$ cat config.mk
export PLATFORM = sky130hd
export DESIGN_NAME = rr_grant_ctrl_flat
export DESIGN_NICKNAME = d
export VERILOG_FILES = /design/src/rtl/rr_grant_if.sv /design/src/rtl/rr_grant_ctrl.sv /design/src/flat_wrapper.sv
export SDC_FILE = /design/constraint.sdc
export NUM_CORES = 1
export LEC_CHECK = 0
export BUFFER_PORTS_ARGS = -buffer_cell sky130_fd_sc_hd__clkbuf_2
export CORE_MARGIN = 8
export CORE_UTILIZATION = 34
export DETAILED_ROUTE_END_ITERATION = 8
export PLACE_DENSITY_LB_ADDON = 0.08
export SKIP_CTS_REPAIR_TIMING = 1
export SYNTH_ARGS = -nofsm -noshare
export SYNTH_HDL_FRONTEND = slang
export SYNTH_SLANG_ARGS = --single-unit
export TNS_END_PERCENT = 1
$ cat constraint.sdc
create_clock -name clk -period 3.9 [get_ports clk]
set_input_delay 0.78 -clock clk [delete_from_list [all_inputs] [get_ports clk]]
set_output_delay 0.78 -clock clk [all_outputs]
set_load 0.05 [all_outputs]
$ cat src/rtl/rr_grant_if.sv
// Grant bus between the requesters (master side) and the round-robin arbiter (slave side).
interface rr_grant_if;
  logic       en;
  logic [3:0] req;
  logic [3:0] gnt;
  logic [1:0] gnt_idx;
  logic       gnt_valid;
  logic       preempt;

  modport master (
    output en, req,
    input  gnt, gnt_idx, gnt_valid, preempt
  );

  modport slave (
    input  en, req,
    output gnt, gnt_idx, gnt_valid, preempt
  );
endinterface

$ cat src/rtl/rr_grant_ctrl.sv
// Four-way round-robin arbiter with registered one-hot grant, binary index and
// an optional hold-time limit that pre-empts the owner when others are waiting.
module rr_grant_ctrl #(
  parameter int unsigned MAX_HOLD = 8,
  parameter int unsigned CNT_W    = 4
) (
  input  logic       clk,
  input  logic       rst_n,
  rr_grant_if.slave  bus
);

  localparam int unsigned N_REQ = 4;
  localparam int unsigned IDX_W = 2;
  localparam bit          PREEMPT_EN = (MAX_HOLD != 0);
  localparam logic [CNT_W-1:0] HOLD_LAST = (MAX_HOLD == 0) ? '0 : CNT_W'(MAX_HOLD - 1);

  typedef enum logic {IDLE, GRANT} state_e;

  state_e             state_q, state_d;
  logic [IDX_W-1:0]   ptr_q, ptr_d;
  logic [CNT_W-1:0]   hold_cnt_q, hold_cnt_d;
  logic [N_REQ-1:0]   gnt_q, gnt_d;
  logic [IDX_W-1:0]   gnt_idx_q, gnt_idx_d;
  logic               gnt_valid_q, gnt_valid_d;
  logic               preempt_q, preempt_d;

  logic [IDX_W-1:0]   pick_c;
  logic [IDX_W-1:0]   cand_c;
  logic               found_c;
  logic               others_wait_c;

  // First requester at or after ptr in circular order.
  always_comb begin
    pick_c  = '0;
    cand_c  = '0;
    found_c = 1'b0;
    for (int i = 0; i < N_REQ; i++) begin
      cand_c = ptr_q + IDX_W'(i);
      if (!found_c && bus.req[cand_c]) begin
        pick_c  = cand_c;
        found_c = 1'b1;
      end
    end
  end

  assign others_wait_c = |(bus.req & ~gnt_q);

  always_comb begin
    state_d     = state_q;
    ptr_d       = ptr_q;
    hold_cnt_d  = hold_cnt_q;
    gnt_d       = gnt_q;
    gnt_idx_d   = gnt_idx_q;
    gnt_valid_d = gnt_valid_q;
    preempt_d   = 1'b0;

    case (state_q)
      IDLE: begin
        gnt_d       = '0;
        gnt_idx_d   = '0;
        gnt_valid_d = 1'b0;
        if (bus.en && found_c) begin
          state_d     = GRANT;
          gnt_d       = N_REQ'(1) << pick_c;
          gnt_idx_d   = pick_c;
          gnt_valid_d = 1'b1;
          hold_cnt_d  = '0;
        end
      end
      GRANT: begin
        // Release and pre-emption both pass priority to the next requester.
        if (!bus.req[gnt_idx_q] ||
            (PREEMPT_EN && (hold_cnt_q == HOLD_LAST) && others_wait_c)) begin
          state_d     = IDLE;
          gnt_d       = '0;
          gnt_idx_d   = '0;
          gnt_valid_d = 1'b0;
          ptr_d       = gnt_idx_q + IDX_W'(1);
          preempt_d   = bus.req[gnt_idx_q];
        end else if (hold_cnt_q != HOLD_LAST) begin
          hold_cnt_d = hold_cnt_q + CNT_W'(1);
        end
      end
    endcase
  end

  always_ff @(posedge clk) begin
    if (!rst_n) begin
      state_q     <= IDLE;
      ptr_q       <= '0;
      hold_cnt_q  <= '0;
      gnt_q       <= '0;
      gnt_idx_q   <= '0;
      gnt_valid_q <= 1'b0;
      preempt_q   <= 1'b0;
    end else begin
      state_q     <= state_d;
      ptr_q       <= ptr_d;
      hold_cnt_q  <= hold_cnt_d;
      gnt_q       <= gnt_d;
      gnt_idx_q   <= gnt_idx_d;
      gnt_valid_q <= gnt_valid_d;
      preempt_q   <= preempt_d;
    end
  end

  assign bus.gnt       = gnt_q;
  assign bus.gnt_idx   = gnt_idx_q;
  assign bus.gnt_valid = gnt_valid_q;
  assign bus.preempt   = preempt_q;

endmodule
$ cat src/flat_wrapper.sv
// flat-port wrapper written by rule: the top's interface ports become plain ports
module rr_grant_ctrl_flat 
#(
  parameter int unsigned MAX_HOLD = 8,
  parameter int unsigned CNT_W    = 4
)
  (clk, rst_n, bus_en, bus_req, bus_gnt, bus_gnt_idx, bus_gnt_valid, bus_preempt);
  rr_grant_if bus_i ();
  input  logic clk;
  input  logic rst_n;
  input wire logic [$bits(bus_i.en)-1:0] bus_en;
  input wire logic [$bits(bus_i.req)-1:0] bus_req;
  output wire logic [$bits(bus_i.gnt)-1:0] bus_gnt;
  output wire logic [$bits(bus_i.gnt_idx)-1:0] bus_gnt_idx;
  output wire logic [$bits(bus_i.gnt_valid)-1:0] bus_gnt_valid;
  output wire logic [$bits(bus_i.preempt)-1:0] bus_preempt;
  assign bus_i.en = bus_en;
  assign bus_i.req = bus_req;
  assign bus_gnt = bus_i.gnt;
  assign bus_gnt_idx = bus_i.gnt_idx;
  assign bus_gnt_valid = bus_i.gnt_valid;
  assign bus_preempt = bus_i.preempt;
  rr_grant_ctrl #(.MAX_HOLD(MAX_HOLD), .CNT_W(CNT_W)) u_core (.clk(clk), .rst_n(rst_n), .bus(bus_i));
endmodule
==> metrics.txt, run 1 <==
CP max FO=7; Rel. slew slack=about two thirds; Main synth FF type=dfxtp_1; ant diodes=0; Core Region=0.00215 mm2; xor and xnor fraction of the mapped netlist area=2.33%; DRT antenna net count=0; vias in the first global route=679; commonest cells in the netlist=dfxtp_1, nand2_1, a21oi_1; Tightest Pin Transition=roughly 500 ps; Die Area=about 0.0040 mm2; TritonCTS clock tree=built; Worst Path Arrival=2110 ps; H-Tree Depth=1; Routability Congestion=0.835; Final Hold Slack=roughly 470 ps; TritonCTS buffer count=3; via count=688; Clock Tree Root=clkbuf_4; Final Setup Violations=0; leading area contributor after synthesis=dfxtp_1; distinct cell type count after synthesis=34; fin crit share=between 40 and 50%; post-synthesis cell area=751 um2; YS warnings=0; crit path launch type=input pin; fmax=523 MHz; VDD IR max=176 uV; main combinational cell family by area after synthesis=simple AND/OR/NAND/NOR gates; Synth top area share=40.0%; Power per Cell Area=351 mW/mm2; worst-case clock buffer depth=2; Die H=about 63 um; routed length per instance=14.4 um; Initial Utilization=a little over a third; ranking of synthesized cells by area=dfxtp_1, nand2_1, nand2b_1; Finished Layout Cells=128; Filler cells=233; sequential cell area=300 um2; shortest period the worst path allows=1910 ps; Syn Area/Cell=8.94 um2; CP endpoint kind=flop; post-synthesis cell count=84; post-synthesis adder-cell area fraction=1.67%; Multi-input gate area=435 um2; layout cell share with drive strength beyond 1=20.0%; first-pass GRT wire length=3150 um; # rows=17; Seq cells post-synth=15; clk_lat worst skew=approximately 300 ps; Nets=between 100 and 150; Slew Limit Fails=0; overall routed net length=~1800 um; # port buffers=14; pin count of the biggest net entering global routing=15; Simple-Gate Fraction of Synth Area=26.5%; worst setup margin=1990 ps; die span in x=63.0 um; Synth Area in Compound Gates=20.5%; DP HPWL=1390 um; initial antenna violation count=0; setup TNS=0 ps; fraction of registers with async set/reset=0%; crit path cell chain=clkbuf_2, mux4_2, and2_1, and3_4, a2bb2o_1; Vias/cell=5.38; post-synthesis mux area share=7.00%; CP max stage cell=mux4_2; IO Pins=15; First-pass DRT Iterations=4; Total GRT Usage=under 10%; critical path class=in2reg; area added between synthesis and finish=16.5%; DRC=0; Max Clock Skew=between 9 and 10 ps; most common cell in the netlist=dfxtp_1; drt initial violations=33; final hold vios=0; syn_nets=92; Tightest Hold Check Type=reg2reg; pre-CTS setup slack=1690 ps; CP max stage delay=520 ps; sequential share of the synthesized area=roughly 40%; grt ovf=0; Post-synth EDFFs=0; cell leakage power=0.361 nW; Worst-path clk slew=approximately 100 ps; unrepaired setup endpoints after global routing=no; total clock sinks=15; status=finished clean; max_cap viols=0; placed insts=approximately 120; CP required=roughly 4100 ps
routing by layer:
metal  part of all wire (%)  global-route usage (%)  wire, um  vias up
met3                    4.4                    2.69        82        5
met4                    2.7                    7.69        49        0
li1                       -                       -         -      345
met2                     42                    14.0       780       20
met5                      0                       0         0        -
met1                     51                    12.0       937      318
stage by stage:
| step | cell area [um2] | total power, mW | util (%) |
|---|---|---|---|
| 2_1_floorplan | 751 | 0.200 | - |
| 3_3_place_gp | 848 | 0.215 | 39.5 |
| 3_5_place_dp | 848 | 0.215 | 39.5 |
| 4_1_cts | 875 | 0.308 | 40.7 |
| 5_1_grt | 875 | 0.320 | 40.7 |
| 6_report | 875 | 0.307 | 40.7 |
cells by family (layout without fill, tap and decap cells):
family	after synthesis	after routing
xor+xnor	2	2
mux	4	4
compound gates	22	22
fa+ha+maj	1	1
buf+inv	4	20
simple gates	36	36
flops	15	15
cells in the final DEF (no fill, tap or decap):
master / netlist / routed
and2_1: 1 / 1
or4_1: 1 / 1
nor4_1: 1 / 1
nand3b_1: 4 / 4
a2bb2o_1: 1 / 1
nand2_1: 12 / 12
a22o_1: 2 / 2
nor2_1: 3 / 3
clkbuf_1: 2 / 1
mux2i_1: 3 / 3
a21o_1: 1 / 1
a41o_1: 2 / 2
o311ai_0: 1 / 1
mux4_2: 1 / 1
o21ai_0: 2 / 2
o21a_1: 1 / 1
nor3_1: 1 / 1
dfxtp_1: 15 / 15
nor2b_1: 1 / 1
nand3_1: 2 / 2
nand2b_1: 6 / 6
a21boi_0: 1 / 1
inv_1: 2 / 2
clkbuf_4: 0 / 3
ha_1: 1 / 1
and2_0: 1 / 1
o2bb2ai_1: 1 / 1
and3_4: 1 / 1
or3b_1: 1 / 1
xnor2_1: 1 / 1
and3_2: 1 / 1
o22a_1: 1 / 1
o22ai_1: 2 / 2
clkbuf_2: 0 / 14
a21oi_1: 7 / 7
xor2_1: 1 / 1
final timing paths:
path	start	end	cells after the start	slack [ps]
hold reg to reg	u_core.bus.gnt_valid	u_core.bus.gnt_valid	2	470
setup reg to reg	u_core.bus.gnt_idx[0]	u_core.bus.gnt_idx[1]	4	2110
hold / removal	u_core.bus.gnt_valid	u_core.bus.gnt_valid	2	470
setup / recovery	bus_req[3]	u_core.bus.gnt_idx[1]	5	1990
critical path: cells and delay by family:
kind            cells  cell delay (ps)
buf+inv             1              130
mux                 1              520
simple gates        2              400
compound gates      1              270
cell type report:
cell class / count / area share (%)
timing repair buffer: 14 / 8.01
sequential: 15 / 34.3
tap: 28 / 4.01
multi-input combinational: 65 / 49.8
inverter: 2 / 0.858
clock buffer: 4 / 3.00
flip-flops by register name, summed over array words and instances, names as in the netlist:
signal,flops
u_core.bus.gnt_valid,1
u_core.ptr_q,2
u_core.bus.gnt,4
u_core.bus.gnt_idx,2
u_core.bus.preempt,1
u_core.state_q,1
u_core.hold_cnt_q,4
report_power, final:
| group | switching [mW] | internal (mW) | total, mW | leakage (nW) |
|---|---|---|---|---|
| logic | 0.0314 | 0.0169 | 0.0482 | 0.224 |
| registers | 0.00508 | 0.158 | 0.163 | 0.122 |
| clock network | 0.0552 | 0.0398 | 0.0950 | 0.0150 |
| total | 0.0916 | 0.215 | 0.307 | 0.361 |
(Power assumes the default switching activity.)
==> run 2, diff against run 1 <==
Clock period 3.9 ns to 1.99 ns, I/O delays scaled along.
==> metrics.txt, run 2 (synthesis results as in run 1) <==
CP max stage delay=550 ps (was 520 ps); Die H=63.0 um (unchanged); grt ovf=0 (unchanged); Vias/cell=5.31 (was 5.38); CP max FO=5 (was 7); setup TNS=0 ps (unchanged); area added between synthesis and finish=17.7% (was 16.5%); Seq pwr share=54.0% (was 53.3%); Core Region=0.00215 mm2 (unchanged); overall routed net length=1780 um (was 1850 um); die span in x=63.0 um (unchanged); CP bufs+invs=0 (was 1); CP max stage cell=mux4_2 (unchanged); first-pass GRT wire length=3080 um (was 3150 um); ant diodes=0 (unchanged); cell leakage power=0.367 nW (was 0.361 nW); Initial Utilization=34.9% (unchanged); via count=685 (was 688); fmax=583 MHz; fin crit share=86.2%; Nets=110 (was 109); drt initial violations=29 (was 33); Die Area=0.00397 mm2 (unchanged); TritonCTS clock tree=built (unchanged); VDD IR max=298 uV (was 176 uV); Tightest Hold Check Type=reg2reg (unchanged); critical path class=reg2reg (was in2reg); shortest period the worst path allows=1710 ps; worst-case clock buffer depth=2 (unchanged); H-Tree Depth=1 (unchanged); cell family contributing the most delay on the critical path=multiplexers (unchanged); switching power=0.170 mW (was 0.0916 mW); total clock sinks=15 (unchanged); IO Pins=15 (unchanged); TritonCTS buffer count=3 (unchanged); status=finished clean (unchanged); Final Setup Violations=0 (unchanged); First-pass DRT Iterations=4 (unchanged); vias in the first global route=688 (was 679); Int Pwr=0.423 mW (was 0.215 mW); Worst-path clk slew=90 ps (was 100 ps); Clk pwr share=30.0% (was 31.0%); Power per Cell Area=671 mW/mm2 (was 351 mW/mm2); Max Clock Skew=1.43 ps (was 9.52 ps); DRT antenna net count=0 (unchanged); Clock Tree Root=clkbuf_4 (unchanged); # port buffers=14 (unchanged); Slew Limit Fails=0 (unchanged); clk_lat worst skew=280 ps (was 300 ps); Rel. slew slack=69.8% (was 66.0%); crit path cell chain=mux4_2, and2_1, and3_4, a2bb2o_1 (was clkbuf_2, mux4_2, and2_1, and3_4, a2bb2o_1); pin count of the biggest net entering global routing=15 (unchanged); most frequent cells in the layout=clkbuf_2, dfxtp_1, nand2_1, a21oi_1, nand2b_1 (was dfxtp_1, clkbuf_2, nand2_1, a21oi_1, nand2b_1); Total GRT Usage=9.72% (was 9.80%); DRC=0 (unchanged); routed length per instance=13.8 um (was 14.4 um); Net Sw Frac=28.7% (was 29.9%); final hold vios=0 (unchanged); max_cap viols=0 (unchanged); part of the power in combinational logic=16.0% (was 15.7%); DP HPWL=1340 um (was 1390 um); initial antenna violation count=0 (unchanged); unrepaired setup endpoints after global routing=no (unchanged); CP required=2170 ps (was 4100 ps); Design Power=0.593 mW (was 0.307 mW); # rows=17 (unchanged); crit path launch type=flop (was input pin); Worst Path Arrival=1890 ps (was 2110 ps); layout cell share with drive strength beyond 1=21.8% (was 20.0%); Routability Congestion=0.809 (was 0.835); Tightest Pin Transition=449 ps (was 505 ps); CP endpoint kind=flop (unchanged)
-- run 2: cell types whose count changed in the layout (fill, tap and decap cells not counted), sizes merged --
cell,before,now
buf,0,1
-- run 2: power groups by stage --
stage | Sequential [mW] | Combinational, mW | Clock, mW
final | 0.320 | 0.0950 | 0.178
after CTS | 0.320 | 0.0956 | 0.186
after global placement | 0.327 | 0.0959 | 0
after detailed placement | 0.327 | 0.0950 | 0
after global routing | 0.322 | 0.104 | 0.197
after floorplan | 0.344 | 0.0479 | 0
-- run 2: final timing paths --
kind	from	end	slack (ps)	depth (start not counted)
max	u_core.bus.gnt_idx[0]	u_core.bus.gnt_idx[1]	280	4
min	u_core.bus.gnt_valid	u_core.bus.gnt_valid	480	2
max reg2reg	u_core.bus.gnt_idx[0]	u_core.bus.gnt_idx[1]	280	4
min reg2reg	u_core.bus.gnt_valid	u_core.bus.gnt_valid	480	2
-- run 2: metrics by stage --
step / utilization, % / area (um2) / hold WS (ps) / setup WS [ps] / cells
5_1_grt: 41.1 / 883 / 531 / 204 / 129
2_1_floorplan: - / 752 / 448 / 172 / 84
6_report: 41.1 / 883 / 480 / 275 / 129
3_3_place_gp: 39.9 / 857 / 463 / 186 / 125
3_5_place_dp: 39.9 / 857 / 473 / 170 / 125
4_1_cts: 41.1 / 883 / 485 / 277 / 129
-- run 2: worst min-delay path: cells and delay by family (launching register included) --
family	cells	cell delay, ps
AO/OA/AOI/OAI	1	60
flip-flops	1	320
AND/OR/NAND/NOR	1	50
-- run 2: final cells by class --
| cell class | count | area, um2 |
|---|---|---|
| Timing Repair Buffer | 15 | 77.6 |
| Multi-Input combinational cell | 65 | 435 |
| Inverter | 2 | 7.51 |
| Tap cell | 28 | 35.0 |
| Sequential cell | 15 | 302 |
| Clock buffer | 4 | 26.3 |
| Fill cell | 215 | 1260 |
-- run 2: per-layer routing --
| layer | up-vias | GRT usage [%] | share of wire [%] |
|---|---|---|---|
| met3 | 4 | 2.69 | 6.2 |
| met1 | 314 | 11.2 | 45 |
| met2 | 23 | 14.7 | 46 |
| met5 | - | 0 | 0 |
| met4 | 0 | 7.69 | 2.6 |
| li1 | 344 | - | - |
